**src/rtl/pipe_ctrl_pkg.sv**
```systemverilog
// Shared definitions for the pipeline hazard controller: FSM state encodings,
// hazard event codes and the priority used to arbitrate between them.
package pipe_ctrl_pkg;

  typedef enum logic [1:0] {
    ST_RUN      = 2'd0,
    ST_MEM_WAIT = 2'd1,
    ST_REDIRECT = 2'd2,
    ST_LU_STALL = 2'd3
  } ctrl_state_t;

  // A larger rank wins when several hazard events are raised in the same cycle.
  localparam int PRIO_LOAD_USE = 0;
  localparam int PRIO_JUMP     = 1;
  localparam int PRIO_BRANCH   = 2;
  localparam int PRIO_MEM      = 3;
  localparam int PRIO_LEVELS   = 4;

  typedef enum logic [2:0] {
    EV_NONE     = 3'd0,
    EV_LOAD_USE = 3'(PRIO_LOAD_USE + 1),
    EV_JUMP     = 3'(PRIO_JUMP + 1),
    EV_BRANCH   = 3'(PRIO_BRANCH + 1),
    EV_MEM      = 3'(PRIO_MEM + 1)
  } hazard_event_t;

  function automatic hazard_event_t select_event(input logic mem_wait,
                                                 input logic branch,
                                                 input logic jump,
                                                 input logic load_use);
    logic [PRIO_LEVELS-1:0] req;
    hazard_event_t          sel;
    req                = '0;
    req[PRIO_MEM]      = mem_wait;
    req[PRIO_BRANCH]   = branch;
    req[PRIO_JUMP]     = jump;
    req[PRIO_LOAD_USE] = load_use;
    sel = EV_NONE;
    // Ascending scan: the highest-ranked active request is the one left standing.
    for (int i = 0; i < PRIO_LEVELS; i++) begin
      if (req[i]) sel = hazard_event_t'(3'(i + 1));
    end
    return sel;
  endfunction

endpackage

```
**src/rtl/pipe_hazard_ctrl_hazard_detect.sv**
```systemverilog
// Load-use comparator: flags an ID instruction that reads the register a load
// in EX has yet to write. Register 0 is hard-wired and never creates a hazard.
module hazard_detect (
  input  logic       EX_MemRead,
  input  logic [4:0] EX_rt,
  input  logic [4:0] ID_rs,
  input  logic [4:0] ID_rt,
  output logic       load_use
);

  logic [1:0] src_match;
  logic [4:0] id_src [2];

  assign id_src[0] = ID_rs;
  assign id_src[1] = ID_rt;

  generate
    for (genvar gi = 0; gi < 2; gi++) begin : g_src_cmp
      assign src_match[gi] = (id_src[gi] == EX_rt);
    end
  endgenerate

  assign load_use = EX_MemRead && (EX_rt != 5'd0) && (|src_match);

endmodule

```
**src/rtl/pipe_hazard_ctrl.sv**
```systemverilog
// Pipeline hazard controller: arbitrates memory waits, taken branches, jumps and
// load-use hazards into stall/flush controls, with a saturating stall counter.
module pipe_hazard_ctrl
  import pipe_ctrl_pkg::*;
#(
  parameter int MEM_TIMEOUT = 15,
  parameter int CNT_W       = 16
) (
  input  logic             clk,
  input  logic             reset,
  input  logic [4:0]       ID_rs,
  input  logic [4:0]       ID_rt,
  input  logic             EX_MemRead,
  input  logic [4:0]       EX_rt,
  input  logic             EX_BranchTaken,
  input  logic             ID_Jump,
  input  logic             MEM_req,
  input  logic             MEM_ready,
  output logic             PC_write,
  output logic             IFID_write,
  output logic             IFID_flush,
  output logic             IDEX_flush,
  output logic             EXMEM_hold,
  output logic             MEMWB_bubble,
  output logic             mem_timeout,
  output logic [1:0]       state_o,
  output logic [CNT_W-1:0] stall_cycles
);

  localparam logic [7:0]       WAIT_LAST = 8'(MEM_TIMEOUT - 1);
  localparam logic [CNT_W-1:0] CNT_ONE   = {{(CNT_W-1){1'b0}}, 1'b1};

  ctrl_state_t      state_reg, state_next;
  logic [7:0]       wait_cnt_reg, wait_cnt_next;
  logic [CNT_W-1:0] stall_cycles_reg;
  logic             load_use;
  hazard_event_t    event_sel;

  hazard_detect u_hazard_detect (
    .EX_MemRead (EX_MemRead),
    .EX_rt      (EX_rt),
    .ID_rs      (ID_rs),
    .ID_rt      (ID_rt),
    .load_use   (load_use)
  );

  assign event_sel = select_event(MEM_req && !MEM_ready, EX_BranchTaken,
                                  ID_Jump, load_use);

  always_ff @(posedge clk or negedge reset) begin
    if (!reset) begin
      state_reg        <= ST_RUN;
      wait_cnt_reg     <= 8'd0;
      stall_cycles_reg <= '0;
    end else begin
      state_reg    <= state_next;
      wait_cnt_reg <= wait_cnt_next;
      if (!PC_write && (stall_cycles_reg != '1)) begin
        stall_cycles_reg <= stall_cycles_reg + CNT_ONE;
      end
    end
  end

  always_comb begin
    state_next    = state_reg;
    wait_cnt_next = wait_cnt_reg;
    PC_write      = 1'b1;
    IFID_write    = 1'b1;
    IFID_flush    = 1'b0;
    IDEX_flush    = 1'b0;
    EXMEM_hold    = 1'b0;
    MEMWB_bubble  = 1'b0;
    mem_timeout   = 1'b0;

    case (state_reg)
      ST_RUN: begin
        case (event_sel)
          EV_MEM: begin
            PC_write      = 1'b0;
            IFID_write    = 1'b0;
            EXMEM_hold    = 1'b1;
            MEMWB_bubble  = 1'b1;
            state_next    = ST_MEM_WAIT;
            wait_cnt_next = 8'd0;
          end
          EV_BRANCH: begin
            IFID_flush = 1'b1;
            IDEX_flush = 1'b1;
            state_next = ST_REDIRECT;
          end
          EV_JUMP: begin
            IFID_flush = 1'b1;
          end
          EV_LOAD_USE: begin
            PC_write   = 1'b0;
            IFID_write = 1'b0;
            IDEX_flush = 1'b1;
            state_next = ST_LU_STALL;
          end
          default: ;
        endcase
      end
      ST_MEM_WAIT: begin
        if (MEM_ready) begin
          state_next = ST_RUN;
        end else if (wait_cnt_reg == WAIT_LAST) begin
          // Give up on the access: let the pipe move but keep WB from committing.
          mem_timeout  = 1'b1;
          MEMWB_bubble = 1'b1;
          state_next   = ST_RUN;
        end else begin
          PC_write      = 1'b0;
          IFID_write    = 1'b0;
          EXMEM_hold    = 1'b1;
          MEMWB_bubble  = 1'b1;
          wait_cnt_next = wait_cnt_reg + 8'd1;
        end
      end
      ST_REDIRECT: begin
        // Whatever is in EX now is on the squashed path, so its branch is ignored.
        state_next = ST_RUN;
      end
      ST_LU_STALL: begin
        if (event_sel == EV_MEM) begin
          PC_write      = 1'b0;
          IFID_write    = 1'b0;
          EXMEM_hold    = 1'b1;
          MEMWB_bubble  = 1'b1;
          state_next    = ST_MEM_WAIT;
          wait_cnt_next = 8'd0;
        end else begin
          state_next = ST_RUN;
        end
      end
      default: state_next = ST_RUN;
    endcase

    // While reset is held the controls present the idle RUN values.
    if (!reset) begin
      PC_write     = 1'b1;
      IFID_write   = 1'b1;
      IFID_flush   = 1'b0;
      IDEX_flush   = 1'b0;
      EXMEM_hold   = 1'b0;
      MEMWB_bubble = 1'b0;
      mem_timeout  = 1'b0;
    end
  end

  assign state_o      = state_reg;
  assign stall_cycles = stall_cycles_reg;

endmodule

```
**config.mk**
```make
export PLATFORM = sky130hd
export DESIGN_NAME = pipe_hazard_ctrl
export DESIGN_NICKNAME = d
export VERILOG_FILES = /design/src/rtl/pipe_ctrl_pkg.sv /design/src/rtl/pipe_hazard_ctrl_hazard_detect.sv /design/src/rtl/pipe_hazard_ctrl.sv
export SDC_FILE = /design/constraint.sdc
export NUM_CORES = 1
export LEC_CHECK = 0
export CAP_MARGIN = 20
export CORE_ASPECT_RATIO = 1.1
export CORE_MARGIN = 8
export CORE_UTILIZATION = 30
export DETAILED_ROUTE_END_ITERATION = 10
export GPL_ROUTABILITY_DRIVEN = 1
export PLACE_DENSITY_LB_ADDON = 0.1
export SLEW_MARGIN = 25
export SYNTH_ARGS = -nofsm -noshare
export SYNTH_HDL_FRONTEND = slang
export SYNTH_SLANG_ARGS = --single-unit
```
**constraint.sdc**
```tcl
create_clock -name clk -period 4 [get_ports clk]
set_input_delay 1.2 -clock clk [delete_from_list [all_inputs] [get_ports clk]]
set_output_delay 1.2 -clock clk [all_outputs]
set_load 0.02 [all_outputs]
```
==> results of run 1 <==
## through the flow
stage	setup TNS [ns]	instance area (sq um)
6_report	0	2420
3_5_place_dp	-1.47	2380
2_1_floorplan	0	1750
3_3_place_gp	-1.34	2380
4_1_cts	0	2410
5_1_grt	0	2420
## Yosys cell counts (all sizes together), types with 4 or more instances
library cell  instances
a21oi                 6
and3                  8
and4                  4
dfrtp                26
ha                    8
inv                   6
nand2                11
nand3                13
nand4                10
nor2                  9
nor2b                 5
nor3                  4
o21ai                 5
xnor2                15
xor2                 13
## worst max-delay path by stage
| stage | from | to | slack, ns | cells after the start |
|---|---|---|---|---|
| floorplan | EX_rt[2] | PC_write | 0.22 | 7 |
| global placement | EX_rt[1] | IDEX_flush | -0.43 | 6 |
| detailed placement | EX_rt[2] | IDEX_flush | -0.48 | 6 |
| CTS | EX_rt[0] | IDEX_flush | 0.003 | 7 |
| global route | MEM_ready | mem_timeout | 0.008 | 5 |
| finish | MEM_ready | mem_timeout | 0.07 | 5 |
## routing by layer
metal / vias up / routed length [um]
met5: - / 0
met4: 0 / 51
met3: 4 / 176
met2: 27 / 2230
met1: 704 / 1910
li1: 717 / -
## repair_timing
item	in CTS	in global routing
buffers inserted	1	1
setup endpoints to repair	5	4
pin swaps	1	2
hold endpoints to repair	0	0
gates resized for setup	18	3
## area by class of cell
type | instances | area [sq um] | share of cell area
sequential | 26 | 651 | 0.269
multi-input combinational | 132 | 1040 | 0.432
timing repair buffer | 62 | 563 | 0.233
clock buffer | 3 | 41.3 | 0.0171
inverter | 6 | 22.5 | 0.00931
tap | 77 | 96.3 | 0.0398
## logic make-up (layout without fill, tap and decap cells)
group / Yosys count / count (layout) / share of synthesized area
AO/OA/AOI/OAI: 20 / 20 / 0.0895
XOR/XNOR: 28 / 28 / 0.145
adder cells (fa/ha/maj): 8 / 8 / 0.0573
buffers and inverters: 10 / 71 / 0.0322
flip-flops: 26 / 26 / 0.372
multiplexers: 3 / 3 / 0.0193
AND/OR/NAND/NOR: 73 / 73 / 0.285
## worst max-delay path, stage by stage
cell	delay, ns
sky130_fd_sc_hd__clkdlybuf4s50_1	0.44
sky130_fd_sc_hd__buf_4	0.15
sky130_fd_sc_hd__nor2b_1	0.13
sky130_fd_sc_hd__and4_1	0.20
sky130_fd_sc_hd__clkdlybuf4s50_1	0.60
## cell usage in the layout, fill, tap and decap left out, types with 5 or more instances in the layout
cell and instances:
sky130_fd_sc_hd__a21oi_1 6, sky130_fd_sc_hd__and3_1 8, sky130_fd_sc_hd__buf_4 16, sky130_fd_sc_hd__clkdlybuf4s50_1 35, sky130_fd_sc_hd__dfrtp_1 26, sky130_fd_sc_hd__dlygate4sd2_1 6
sky130_fd_sc_hd__ha_1 8, sky130_fd_sc_hd__inv_1 5, sky130_fd_sc_hd__nand2_1 8, sky130_fd_sc_hd__nand3_1 7, sky130_fd_sc_hd__nand3_2 6, sky130_fd_sc_hd__nand4_1 8
sky130_fd_sc_hd__nor2_1 7, sky130_fd_sc_hd__nor2b_1 5, sky130_fd_sc_hd__xnor2_1 14, sky130_fd_sc_hd__xor2_1 13
## power by group through the flow
stage / registers [mW] / logic, mW / clock network, mW
2_1_floorplan: 0.401 / 0.275 / 0
3_3_place_gp: 0.366 / 0.522 / 0
3_5_place_dp: 0.369 / 0.523 / 0
4_1_cts: 0.364 / 0.513 / 0.153
5_1_grt: 0.373 / 0.555 / 0.163
6_report: 0.363 / 0.505 / 0.145
==> run_results.csv, run 1 <==
group,metric,value,unit
clock_network,cts.root.buffer_cell,"sky130_fd_sc_hd__clkbuf_8",
grt,grt.met3_usage,0.0248,
yosys,synth-async-reset-ratio,1.00,
critical_path,required,2.80,ns
sta,slew_headroom,0.663,
critical_path,start_kind,"input pin",
yosys,mappedNetlistNets,198,
clock_network,clock_insertion_delay_worst_skew,0.27,ns
pwr,power.switching,408,uW
die,die_area,8530,sq um
layout,n_antenna_cell,0,
pwr,power.sequential.fraction,0.358,
yosys,netlist.area_leader.share,0.372,
min_path,timing.hold.worst.start,"stall_cycles[13]$_DFFE_PN0P_",
layout,post-route-util,0.425,
grt,grt.met1_usage,0.123,
clock_network,cts-htree-levels,1,
clock_network,clock-sinks,26,
pwr,finalPower,1.01,mW
sta,final_critical_path_setup_slack,0.0696,ns
pwr,ir_worst_vdd,0.272,mV
routing,wire_per_inst,14.2,um
critical_path,timing.critical_path.to_type,"primary output",
clock_network,tritoncts,"yes",
yosys,synth_enable_flop_cells,0,
yosys,postSynthCellCount,168,
grt,grt_use_met2,0.196,
routing,drt.antenna.violating_nets,0,
routing,vias,1452,
placement,finalWeightedCongestion,0.805,
pwr,internal_power,605,uW
critical_path,rrSetupSlack,1.63,ns
sta,timing.hold.ws,0.516,ns
layout,largest_reg_flops,16,
job,max_cap_viol_count,0,
sta,timing.fmax,254,MHz
routing,route.final.wire_length,4.36,mm
sta,final_max_slew_viol_count,0,
pwr,comb_power_share,0.499,
yosys,synth_top_cells_by_area,"sky130_fd_sc_hd__dfrtp_1, sky130_fd_sc_hd__xnor2_1, sky130_fd_sc_hd__xor2_1, sky130_fd_sc_hd__ha_1, sky130_fd_sc_hd__nand3_2",
yosys,synthDistinctLibCells,46,
die,ioPinCount,47,
grt,grt.busiest_layer,"met2",
grt,grt_pass1_wl,7.40,mm
yosys,post_synth_instance_area,1750,sq um
sta,worst_clock_skew,0.00143,ns
critical_path,worst_r2r_endpoint,"stall_cycles[1]$_DFFE_PN0P_",
min_path,hold_class,"flop to flop",
sta,worst_pin_slew,0.504,ns
layout,final_layout_size_suffix_gt1_frac,0.205,
clock_network,path_clk_slew,0.08,ns
sta,grt_setup_unrepaired,"false",
min_path,worst_hold_path_stage_count,1,
grt,initial_antenna_violation_count,0,
placement,post-place-ws,-0.484,ns
pwr,power.share.clock,0.143,
clock_network,numCtsBuffers,3,
routing,viasPerCell,4.75,
die,initial_utilization,0.307,
pwr,cellLeakagePower,1.09,nW
critical_path,critical_path_peak_fanout,3,
min_path,timing.hold.worst_endpoint,"stall_cycles[13]$_DFFE_PN0P_",
critical_path,critical_path_class,"input pin to primary output",
sta,finalSetupViolations,0,
die,die_w,88.8,um
grt,grt_start_max_net_pins,27,
yosys,avgSynthCellArea,10.4,sq um
yosys,synth_warnings,0,
clock_network,ctsLongestPathBuffers,2,
grt,grt_pass1_vias,1585,
pwr,power.density_cell_area,419,nW/um^2
routing,initialDrtViolationCount,30,
die,std_cell_rows,29,
layout,fillers,574,
placement,placement.io_buffers,46,
sta,min_period,3.93,ns
grt,grt_util_all_layers,0.109,
clock_network,holdBufCountCts,0,
die,die_h,96.1,um
layout,final-instance-count-excl-fill,306,
yosys,synth_top_area_cell,"sky130_fd_sc_hd__dfrtp_1",
yosys,synth_seq_area_share,0.372,
yosys,synth-main-ff-cell,"sky130_fd_sc_hd__dfrtp_1",
die,floorplan.core_area,5700,sq um
outcome,run_status,"complete, no violations",
critical_path,worst_r2r_path_depth,9,
pwr,switching_share,0.403,
sta,fin_crit_sh,0.983,
placement,place_inst,301,
sta,finalHoldViolCount,0,
grt,global_route.overflow_total,0,
critical_path,cp.arrival,2.73,ns
routing,firstDrtPassIters,4,
layout,syn2layout_area_growth,38.4,%
routing,detail_route.drc_violations,0,
layout,design.final.nets,261,
critical_path,worstReg2RegStart,"wait_cnt_reg[0]$_DFFE_PN0P_",
placement,hpwl,3.44,mm
yosys,postSynthRegisterBits,26,
(Power assumes the default switching activity.)
==> run 2, diff against run 1 <==
Settings changed: CORE_ASPECT_RATIO 1.1 to 0.8.
==> run 2 against run 1 <==
Against the previous run: non-clock buffer count fell by 3; clock power hardly changed; power fell by 0.13%; clock skew rose by 0.00071 ns; count of clock-buffer cells in the layout unchanged; wire length grew 5.1%; maximum frequency grew 0.51%; cell area unchanged; largest cell class unchanged; largest power group unchanged.
==> run_results.csv, run 2 (synthesized netlist as in run 1, its figures left out) <==
group,metric,value,unit
outcome,run_status,"complete, no violations",
grt,initial_antenna_violation_count,0,
sta,final_critical_path_setup_slack,0.0894,ns
sta,grt_setup_unrepaired,"false",
routing,wire_per_inst,14.9,um
min_path,timing.hold.worst_endpoint,"stall_cycles[13]$_DFFE_PN0P_",
routing,detailroute.wirelength.met2,2.16,mm
layout,n_antenna_cell,0,
die,die_area,8540,sq um
layout,design.final.nets,258,
grt,grt_pass1_wl,7.92,mm
critical_path,worst_r2r_path_depth,9,
placement,postPlaceCellArea,2370,sq um
routing,detail_route.wirelength.met1,2.10,mm
pwr,cellLeakagePower,1.09,nW
min_path,timing.hold.worst.start,"stall_cycles[13]$_DFFE_PN0P_",
die,std_cell_rows,25,
sta,fin_crit_sh,0.978,
placement,post-place-ws,-0.488,ns
clock_network,clock_insertion_delay_worst_skew,0.26,ns
critical_path,critical_path_class,"input pin to primary output",
clock_network,cts.root.buffer_cell,"sky130_fd_sc_hd__clkbuf_8",
grt,global_route.overflow_total,0,
layout,mostFrequentLayoutCell,"sky130_fd_sc_hd__clkdlybuf4s50_1",
sta,finalHoldViolCount,0,
clock_network,tritoncts,"yes",
critical_path,timing.critical_path.to_type,"primary output",
pwr,power.density_cell_area,418,nW/um^2
sta,worst_pin_slew,0.533,ns
critical_path,cp.arrival,2.71,ns
layout,design_area,2420,sq um
grt,grt_pass1_vias,1519,
placement,hpwl,3.59,mm
sta,slew_headroom,0.644,
critical_path,rrSetupSlack,1.51,ns
pwr,ir_worst_vdd,0.207,mV
sta,final_max_slew_viol_count,0,
critical_path,critical_path_peak_fanout,2,
routing,firstDrtPassIters,4,
sta,min_period,3.91,ns
critical_path,start_kind,"input pin",
min_path,hold_class,"flop to flop",
min_path,worst_hold_path_stage_count,1,
routing,maxUsedRoutingLayer,"met4",
sta,timing.fmax,256,MHz
routing,wl_met3,307,um
die,die_w,101,um
routing,initialDrtViolationCount,31,
placement,finalWeightedCongestion,0.769,
sta,worst_clock_skew,0.00214,ns
clock_network,path_clk_slew,0.09,ns
layout,largest_reg_flops,16,
sta,finalSetupViolations,0,
grt,grt_util_all_layers,0.113,
routing,viasPerCell,4.84,
layout,syn2layout_area_growth,38.4,%
die,ioPinCount,47,
die,die_h,84.3,um
layout,fillers,591,
critical_path,worst_r2r_endpoint,"stall_cycles[1]$_DFFE_PN0P_",
layout,final_layout_size_suffix_gt1_frac,0.199,
job,max_cap_viol_count,0,
die,floorplan.core_area,5760,sq um
critical_path,required,2.80,ns
routing,vias,1486,
routing,drt.antenna.violating_nets,0,
layout,post-route-util,0.420,
clock_network,numCtsBuffers,3,
die,initial_utilization,0.304,
grt,grt_start_max_net_pins,18,
clock_network,clock-sinks,26,
routing,route.final.wire_length,4.58,mm
placement,placement.io_buffers,46,
critical_path,worstReg2RegStart,"wait_cnt_reg[0]$_DFFE_PN0P_",
routing,detail_route.drc_violations,0,
clock_network,cts-htree-levels,1,
clock_network,ctsLongestPathBuffers,2,
layout,top_library_cells_by_usage_in_the_layout_fill_and_taps_aside,"sky130_fd_sc_hd__clkdlybuf4s50_1, sky130_fd_sc_hd__dfrtp_1, sky130_fd_sc_hd__xnor2_1",
pwr,finalPower,1.01,mW
## run 2: critical path, stage by stage
cell and delay [ns]:
sky130_fd_sc_hd__clkdlybuf4s50_1 0.49, sky130_fd_sc_hd__nor2b_1 0.05, sky130_fd_sc_hd__o22ai_1 0.17, sky130_fd_sc_hd__nand3_1 0.16, sky130_fd_sc_hd__o41ai_4 0.42, sky130_fd_sc_hd__inv_2 0.06, sky130_fd_sc_hd__buf_2 0.16
## run 2: metal layers
metal / vias to the layer above / global-route usage
met2: 44 / 0.181
met3: 2 / 0.0380
met4: 0 / 0.0175
met1: 727 / 0.144
met5: - / 0
li1: 713 / -
## run 2: power by group
group	switching, mW	leakage, nW	internal [mW]
sequential	0.0582	0.351	0.305
clock	0.0785	0.0216	0.0674
combinational	0.274	0.713	0.228
## run 2: layout make-up
type | count | area [sq um] | area share
Tap cell | 81 | 101 | 0.0419
Clock buffer | 3 | 41.3 | 0.0171
Inverter | 6 | 22.5 | 0.00931
Sequential cell | 26 | 651 | 0.269
Timing Repair Buffer | 59 | 543 | 0.225
Multi-Input combinational cell | 132 | 1060 | 0.438
## run 2: how the worst max path moves through the flow
stage,startpoint,end
after floorplan,EX_rt[2],PC_write
after global placement,EX_rt[2],IDEX_flush
after global routing,MEM_req,IFID_write
after detailed placement,EX_rt[1],IDEX_flush
final,MEM_req,IFID_write
after CTS,EX_rt[0],IDEX_flush
## run 2: timing repair
item,4_1_cts,5_1_grt
resized for setup,22,4
pin swaps,5,2
setup endpoints to repair,7,2
buffers inserted,0,1
hold buffers,0,0
## run 2: per-stage QoR
step | cells | TNS, ns | hold WS [ns]
floorplan | 168 | 0 | 0.511
global placement | 303 | -1.58 | 0.482
detailed placement | 303 | -1.65 | 0.491
CTS | 306 | -0.0406 | 0.505
global route | 307 | 0 | 0.528
finish | 307 | 0 | 0.498
